**src/rtl/mdu_ctrl_pkg.sv**
```systemverilog
// mdu_ctrl_pkg: M-extension op codes, controller states and divide-cache record shared by the MDU controller
package mdu_ctrl_pkg;
  localparam logic [2:0] F3_MUL    = 3'b000;
  localparam logic [2:0] F3_MULH   = 3'b001;
  localparam logic [2:0] F3_MULHSU = 3'b010;
  localparam logic [2:0] F3_MULHU  = 3'b011;
  localparam logic [2:0] F3_DIV    = 3'b100;
  localparam logic [2:0] F3_DIVU   = 3'b101;
  localparam logic [2:0] F3_REM    = 3'b110;
  localparam logic [2:0] F3_REMU   = 3'b111;
  localparam logic [31:0] INT32_MIN = 32'h8000_0000;
  typedef enum logic [2:0] {
    MDUC_IDLE,
    MDUC_ISSUE,
    MDUC_WAIT,
    MDUC_WB,
    MDUC_DRAIN
  } mduc_state_e;
  typedef struct packed {
    logic        valid;
    logic        sgn;
    logic [31:0] a;
    logic [31:0] b;
    logic [31:0] quo;
    logic [31:0] rem;
  } div_cache_t;
  function automatic logic is_div(input logic [2:0] f3);
    return f3[2];
  endfunction
endpackage

```
**src/rtl/mdu_ctrl_if.sv**
```systemverilog
// mdu_ctrl_if: launch/completion bus between the core-side controller and the iterative MDU
interface mdu_ctrl_if;
  logic        start;
  logic [2:0]  funct3;
  logic [31:0] a;
  logic [31:0] b;
  logic        busy;
  logic        done;
  logic [63:0] product;
  logic [31:0] quotient;
  logic [31:0] remainder;
  modport master (output start, funct3, a, b, input busy, done, product, quotient, remainder);
  modport slave (input start, funct3, a, b, output busy, done, product, quotient, remainder);
endinterface

```
**src/rtl/mdu_special_case.sv**
```systemverilog
// mdu_special_case: resolves divide-by-zero and signed-overflow divides without the MDU
module mdu_special_case
  import mdu_ctrl_pkg::*;
(
  input  logic [2:0]  funct3,
  input  logic [31:0] a,
  input  logic [31:0] b,
  output logic        hit,
  output logic [31:0] result
);
  logic is_rem, dz, ovf;
  assign is_rem = funct3 == F3_REM || funct3 == F3_REMU;
  assign dz     = is_div(funct3) && b == '0;
  assign ovf    = (funct3 == F3_DIV || funct3 == F3_REM) && a == INT32_MIN && b == '1;
  assign hit    = dz || ovf;
  assign result = dz ? (is_rem ? a : '1) : (is_rem ? '0 : INT32_MIN);
endmodule

```
**src/rtl/mdu_ctrl.sv**
```systemverilog
// mdu_ctrl: stalls execute for M-extension ops, fast-paths special/cached divides, else launches the MDU and writes back
module mdu_ctrl
  import mdu_ctrl_pkg::*;
(
  input  logic        clk,
  input  logic        rst_n,
  input  logic        req_valid,
  input  logic [2:0]  req_funct3,
  input  logic [31:0] req_a,
  input  logic [31:0] req_b,
  input  logic [4:0]  req_rd,
  input  logic        flush,
  output logic        stall,
  output logic        wb_valid,
  output logic [4:0]  wb_rd,
  output logic [31:0] wb_data,
  mdu_ctrl_if.master  mdu
);
  mduc_state_e state, state_n;
  div_cache_t  cache;
  logic        sc_hit, c_hit, accept, fin;
  logic [31:0] sc_res, fast_res, mdu_res;

  mdu_special_case u_special (
    .funct3(req_funct3),
    .a     (req_a),
    .b     (req_b),
    .hit   (sc_hit),
    .result(sc_res)
  );

  assign accept   = state == MDUC_IDLE && req_valid && !flush;
  assign c_hit    = cache.valid && is_div(req_funct3) && cache.sgn == !req_funct3[0] &&
                    cache.a == req_a && cache.b == req_b;
  assign fast_res = sc_hit ? sc_res : req_funct3[1] ? cache.rem : cache.quo;
  assign fin      = state == MDUC_WAIT && mdu.done && !flush;
  assign mdu_res  = mdu.funct3 == F3_MUL ? mdu.product[31:0] :
                    mdu.funct3 inside {F3_MULH, F3_MULHSU, F3_MULHU} ? mdu.product[63:32] :
                    mdu.funct3 inside {F3_DIV, F3_DIVU} ? mdu.quotient : mdu.remainder;
  assign stall    = accept || state == MDUC_ISSUE || state == MDUC_WAIT ||
                    (state == MDUC_DRAIN && req_valid);

  always_comb begin
    state_n = state;
    unique case (state)
      MDUC_IDLE:  state_n = accept ? (sc_hit || c_hit ? MDUC_WB : MDUC_ISSUE) : MDUC_IDLE;
      MDUC_ISSUE: state_n = MDUC_WAIT;
      MDUC_WAIT:  state_n = flush ? (mdu.done ? MDUC_IDLE : MDUC_DRAIN) : mdu.done ? MDUC_WB : MDUC_WAIT;
      MDUC_WB:    state_n = MDUC_IDLE;
      MDUC_DRAIN: state_n = mdu.done ? MDUC_IDLE : MDUC_DRAIN;
      default:    state_n = MDUC_IDLE;
    endcase
  end

  always_ff @(posedge clk or negedge rst_n) begin
    if (!rst_n) begin
      state      <= MDUC_IDLE;
      cache      <= '0;
      wb_valid   <= 1'b0;
      wb_rd      <= '0;
      wb_data    <= '0;
      mdu.start  <= 1'b0;
      mdu.funct3 <= '0;
      mdu.a      <= '0;
      mdu.b      <= '0;
    end else begin
      state     <= state_n;
      wb_valid  <= state_n == MDUC_WB;
      mdu.start <= state_n == MDUC_ISSUE;
      if (accept) begin
        mdu.funct3 <= req_funct3;
        mdu.a      <= req_a;
        mdu.b      <= req_b;
        wb_rd      <= req_rd;
      end
      if (accept && (sc_hit || c_hit))
        wb_data <= fast_res;
      if (fin)
        wb_data <= mdu_res;
      // flushed or drained completions never reach here, so they cannot poison the cache
      if (fin && is_div(mdu.funct3))
        cache <= '{valid: 1'b1, sgn: !mdu.funct3[0], a: mdu.a, b: mdu.b,
                   quo: mdu.quotient, rem: mdu.remainder};
    end
  end

  assert property (@(posedge clk) disable iff (!rst_n) mdu.start |-> !(mdu.busy || mdu.done));
endmodule

```
**src/flat_wrapper.sv**
```systemverilog
// flat-port wrapper written by rule: the top's interface ports become plain ports
module mdu_ctrl_flat import mdu_ctrl_pkg::*;
  (clk, rst_n, req_valid, req_funct3, req_a, req_b, req_rd, flush, stall, wb_valid, wb_rd, wb_data, mdu_start, mdu_funct3, mdu_a, mdu_b, mdu_busy, mdu_done, mdu_product, mdu_quotient, mdu_remainder);
  mdu_ctrl_if mdu_i ();
  input  logic clk;
  input  logic rst_n;
  input  logic req_valid;
  input  logic [2:0] req_funct3;
  input  logic [31:0] req_a;
  input  logic [31:0] req_b;
  input  logic [4:0] req_rd;
  input  logic flush;
  output logic stall;
  output logic wb_valid;
  output logic [4:0] wb_rd;
  output logic [31:0] wb_data;
  output wire logic [$bits(mdu_i.start)-1:0] mdu_start;
  output wire logic [$bits(mdu_i.funct3)-1:0] mdu_funct3;
  output wire logic [$bits(mdu_i.a)-1:0] mdu_a;
  output wire logic [$bits(mdu_i.b)-1:0] mdu_b;
  input wire logic [$bits(mdu_i.busy)-1:0] mdu_busy;
  input wire logic [$bits(mdu_i.done)-1:0] mdu_done;
  input wire logic [$bits(mdu_i.product)-1:0] mdu_product;
  input wire logic [$bits(mdu_i.quotient)-1:0] mdu_quotient;
  input wire logic [$bits(mdu_i.remainder)-1:0] mdu_remainder;
  assign mdu_start = mdu_i.start;
  assign mdu_funct3 = mdu_i.funct3;
  assign mdu_a = mdu_i.a;
  assign mdu_b = mdu_i.b;
  assign mdu_i.busy = mdu_busy;
  assign mdu_i.done = mdu_done;
  assign mdu_i.product = mdu_product;
  assign mdu_i.quotient = mdu_quotient;
  assign mdu_i.remainder = mdu_remainder;
  mdu_ctrl u_core (.clk(clk), .rst_n(rst_n), .req_valid(req_valid), .req_funct3(req_funct3), .req_a(req_a), .req_b(req_b), .req_rd(req_rd), .flush(flush), .stall(stall), .wb_valid(wb_valid), .wb_rd(wb_rd), .wb_data(wb_data), .mdu(mdu_i));
endmodule
```
**config.mk**
```make
export PLATFORM = sky130hd
export DESIGN_NAME = mdu_ctrl_flat
export DESIGN_NICKNAME = d
export VERILOG_FILES = /design/src/rtl/mdu_ctrl_pkg.sv /design/src/rtl/mdu_ctrl_if.sv /design/src/rtl/mdu_special_case.sv /design/src/rtl/mdu_ctrl.sv /design/src/flat_wrapper.sv
export SDC_FILE = /design/constraint.sdc
export NUM_CORES = 1
export LEC_CHECK = 0
export ABC_AREA = 1
export CELL_PAD_IN_SITES_DETAIL_PLACEMENT = 1
export CELL_PAD_IN_SITES_GLOBAL_PLACEMENT = 2
export CORE_UTILIZATION = 30
export DETAILED_ROUTE_END_ITERATION = 10
export GPL_ROUTABILITY_DRIVEN = 0
export HOLD_SLACK_MARGIN = 0.05
export PLACE_DENSITY_LB_ADDON = 0.1
export SLEW_MARGIN = 5
export SYNTH_ARGS = -nofsm -noshare
export SYNTH_HDL_FRONTEND = slang
export SYNTH_SLANG_ARGS = --single-unit
export TNS_END_PERCENT = 5
```
**constraint.sdc**
```tcl
create_clock -name clk -period 3.7 [get_ports clk]
set_input_delay 0.74 -clock clk [delete_from_list [all_inputs] [get_ports clk]]
set_output_delay 0.74 -clock clk [all_outputs]
set_load 0.1 [all_outputs]
```
Word level (Yosys, flattened, before mapping)
Cells that the tools add are included.

Mux-type cells: 16. Eq/ne operators: 18. Reductions and logical operators: 30.

Operator list (count): $mux W32 (10); $eq A32 B32 Y1 (2); $eq A32 B32 Y1 const B (2); $logic_not A32 Y1 (1); $eq A3 B3 Y1 const B (6); $logic_and A1 B1 Y1 (14); $eq A3 B2 Y1 const B (4); $pmux W3 S4 (1); $eq A3 B1 Y1 const B (3); $mux W3 (3); $logic_or A1 B1 Y1 (7); $logic_not A3 Y1 (2); $reduce_bool A2 Y1 (2); $logic_not A1 Y1 (3); $reduce_bool A3 Y1 (1); $mux W2 (1); $eq A1 B1 Y1 (1); $mux W1 (1).

Logic and storage cells: 78. Input port bits: 206. Register bits after elaboration: 239. Output and inout port bits: 107.

Logic depth before layout (Yosys ltp)
Depth in word-level cells: 10. Gate-level depth with buffers: 15. Gate-level depth less buffers: 14.

Modules after synthesis
From an unflattened synthesis, not the netlist that was laid out.

Cell total of the unflattened synthesis: 1631. Area total of the unflattened synthesis: 12866.1 sq um.

Modules (own cells, without submodules): mdu_ctrl (area an instance 12067.8 sq um, instances 1, cells each 1463, seq. area each 5980.7 sq um); mdu_special_case (area an instance 798.3 sq um, instances 1, cells each 168, seq. area each 0.0 sq um).

Worst setup path before layout
OpenSTA, ideal clock, no wires.

Path kind: input to output. Start: input flush. End: output stall. Path buffers: 0. Setup slack: 1.099 ns. Stages: 5. Arrival: 1.861 ns. Required time: 2.960 ns. Cell sequence: nor2_1 -> nand3_1 -> clkinv_1 -> nor3_1 -> nand2_1.

Word-level cells in the longest chain between the ends: 5.

RTL lines: start: declaration (line flat_wrapper.sv:12) `input logic flush;`; $logic_not A1 Y1 (line mdu_ctrl.sv:32) `assign accept = state == MDUC_IDLE && req_valid && !flush;`; $logic_and A1 B1 Y1 (line mdu_ctrl.sv:32); $logic_or A1 B1 Y1 (3 in a row) (line mdu_ctrl.sv:40) `assign stall = accept || state == MDUC_ISSUE || state == MDUC_WAIT ||`; end: declaration (line flat_wrapper.sv:13) `output logic stall;`.

No other way between the ends.

Final worst setup path
Start: register u_core.mdu.a[31]. End: output mdu_a[31].

RTL lines: start: declaration (line mdu_ctrl_if.sv:12) `modport master (output start, funct3, a, b, input busy, done, product, quotient, remainder);`; start signal: assignment (line mdu_ctrl.sv:72) `mdu.a <= req_a;`; end: declaration (line flat_wrapper.sv:19) `output wire logic [$bits(mdu_i.a)-1:0] mdu_a;`.

No word-level cell between the ends.

==> qor.txt <==
Outcome -> complete, no violations
Largest vdd supply drop -> 0.000536 V
Fin Clk Skew -> 12.4 ps
Detail Route Antenna Nets -> 0
Clk pin slew, worst setup/hold paths -> 60 ps
Post-Synthesis Net Count -> 1907
Fin worst setup slack -> 795 ps
Most common cell in the netlist -> nand2_1
CP endpoint kind -> output pin
Die area -> 0.0436 mm2
CTS HTree Levels -> 1
# port buffers -> 311
Fillcell total -> 5090
Initial DRT Pass Iterations -> 5
Count of final setup violators -> 0
Sequential share of the synthesized area -> 46.6%
CP Launch Type -> flop
Area grow syn2layout -> 35.5%
Largest net degree at the start of global routing -> 94
CP Max Fanout -> 3
Crit path cell chain -> clkdlybuf4s50_1
Syn Area/Cell -> 7.55 um2
Clock tree sinks -> 239
Top cell family by delay on the critical path -> buffers and inverters
Commonest cells in the synthesized netlist -> nand2_1 (553), dfrtp_1 (239), inv_1 (164)
Die Y -> 209 um
Mapped Cells -> 1701
Wirelength per Cell -> 20.7 um
Post-DP HPWL -> 38.4 mm
Fin. Hold Viols -> 0
Layout Utilization -> 41.3%
Hold Buf Count CTS -> 0
P_leak -> 8.52 nW
Tmin final -> 2900 ps
Yosys top cell by area -> dfrtp_1
Synth Flop Type -> dfrtp_1
Post-CTS Repair Setup Buffers -> 0
Worst min path class -> in2async
Layout cells sized above 1 -> 9.50%
FF-to-FF End -> u_core.wb_data[2]
Num CTS Buffers -> 30
Chip width -> 209 um
Max cap viols -> 0
Final net count -> 2183
Synth async-reset ratio -> 100%
Synth Register Bits -> 239
Unique cell type count in the Yosys netlist -> 32
Final critical-path share of the clock period -> 78.5%
Slowest cell on crit path -> clkdlybuf4s50_1
Rows -> 75
I/O pin count -> 313
GRT Residual Overflow -> 0
Clk buf depth -> 3
Final WL -> 52.7 mm
Core area -> 0.0421 mm2
Slew HR -> 23.3%
Post-CTS Resized -> 0
Clock tree from TritonCTS -> done
Iter 0 DRT Violations -> 701
Min Hold Slack -> 162 ps
RSZ-0062 raised after global routing -> no
Total GRT Usage -> 24.2%
Initial antenna violation count -> 4
Mapped Area -> 0.0128 mm2
Ranking of synthesized cells by area -> dfrtp_1 (47%), nand2_1 (16%), mux2_2 (5.9%)
Fmax -> 344 MHz
DRC -> 0
Largest stage delay, worst path -> 1170 ps
Pwr Total -> 16.3 mW
Clock Tree Root -> clkbuf_16
Drt via density -> 4.92
Pwr dens -> 939 mW/mm2
Vias in the first global route -> 13089
Post-synth EDFFs -> 0
Worst path bufs/invs -> 1
Syn. warnings -> 0
Pre-CTS WS -> 550 ps
FF-to-FF setup slack -> 880 ps
Max-slew violations -> 0
Critical Path AT -> 2160 ps
Measured slew at the worst slew-check pin -> 1150 ps
Reg2reg path depth -> 9
Vias -> 12482
Share of the synthesized area in the top cell type -> 46.6%
First-pass GRT wire length -> 80.6 mm
Final TNS setup -> 0 ps
Req. time, crit path -> 2960 ps
Worst R2R Start -> u_core.mdu.funct3[0]
Clock network latency to the later pin of the worst-skew pair -> 580 ps
Setup CP Type -> reg2out
Initial Util -> 30.5%
## area by class of cell
cell class / instances / area, um2 / share of cell area, %
Tap cell: 539 / 674 / 3.87
Clock buffer: 43 / 891 / 5.12
Inverter: 167 / 627 / 3.60
Multi-Input combinational cell: 1201 / 5800 / 33.3
Timing Repair Buffer: 338 / 3320 / 19.0
Clock inverter: 11 / 110 / 0.633
Antenna cell: 1 / 2.50 / 0.0144
Sequential cell: 239 / 5980 / 34.4
## through the flow
stage               std cells  cell area, um2
global route             2539           17400
floorplan                1701           12800
detailed placement       2484           16400
CTS                      2538           17400
global placement         2484           16400
finish                   2539           17400
## cells in the final DEF, fill, tap and decap left out, types with 4 or more instances in the layout
cell	count
a21oi_1	139
nand2_1	552
clkbuf_8	7
a211oi_1	20
o21ai_0	119
clkinv_2	7
clkbuf_16	31
buf_12	6
mux2_2	67
xnor2_1	9
nor3_1	12
nand4_1	14
clkbuf_1	5
nand3_1	116
clkdlybuf4s50_1	279
o22ai_1	4
buf_4	51
inv_1	164
dfrtp_1	238
nor2_1	119
o21ai_1	10
## layer usage
layer  routed length, um  GRT usage, %  share of wire [%]  vias up
li1                    -             -                  -     6003
met1               25100          34.1                 48     6130
met2               24000          38.5                 46      272
met3                2270          4.09                4.3       73
met4                1230          5.91                2.3        4
met5                  20             0              0.038        -
## where the power goes
part	switching (mW)	internal [mW]
Clock	1.22	1.80
Combinational	6.57	2.26
Sequential	0.773	3.73
Total	8.56	7.79
## logic make-up (layout without fill, tap and decap cells)
| group | count (synthesis) | count (layout) | synth area share, % |
|---|---|---|---|
| XOR/XNOR | 11 | 11 | 0.750 |
| buffers and inverters | 261 | 559 | 8.60 |
| multiplexers | 68 | 68 | 5.95 |
| other | 0 | 1 | 0 |
| AND/OR/NAND/NOR | 828 | 828 | 26.2 |
| flip-flops | 239 | 239 | 46.6 |
| AO/OA/AOI/OAI | 294 | 294 | 11.9 |
## flip-flops by register name (all words and copies together), names as in the netlist
| register | flops |
|---|---|
| u_core.state | 3 |
| u_core.cache | 130 |
| u_core.mdu.funct3 | 3 |
| u_core.wb_valid | 1 |
| u_core.mdu.b | 32 |
| u_core.mdu.a | 32 |
| u_core.wb_data | 32 |
| u_core.mdu.start | 1 |
| u_core.wb_rd | 5 |
## worst max path at each step
stage,startpoint,endpoint,slack [ps],cells after the start
6_report,u_core.mdu.a[31],mdu_a[31],800,1
5_1_grt,u_core.mdu.a[12],mdu_a[12],750,1
4_1_cts,u_core.mdu.a[30],mdu_a[30],770,1
3_5_place_dp,req_b[5],u_core.wb_data[24],550,12
3_3_place_gp,req_a[17],u_core.wb_data[2],580,14
2_1_floorplan,flush,stall,1100,5
Note: power is estimated with default switching activity, not from simulation.
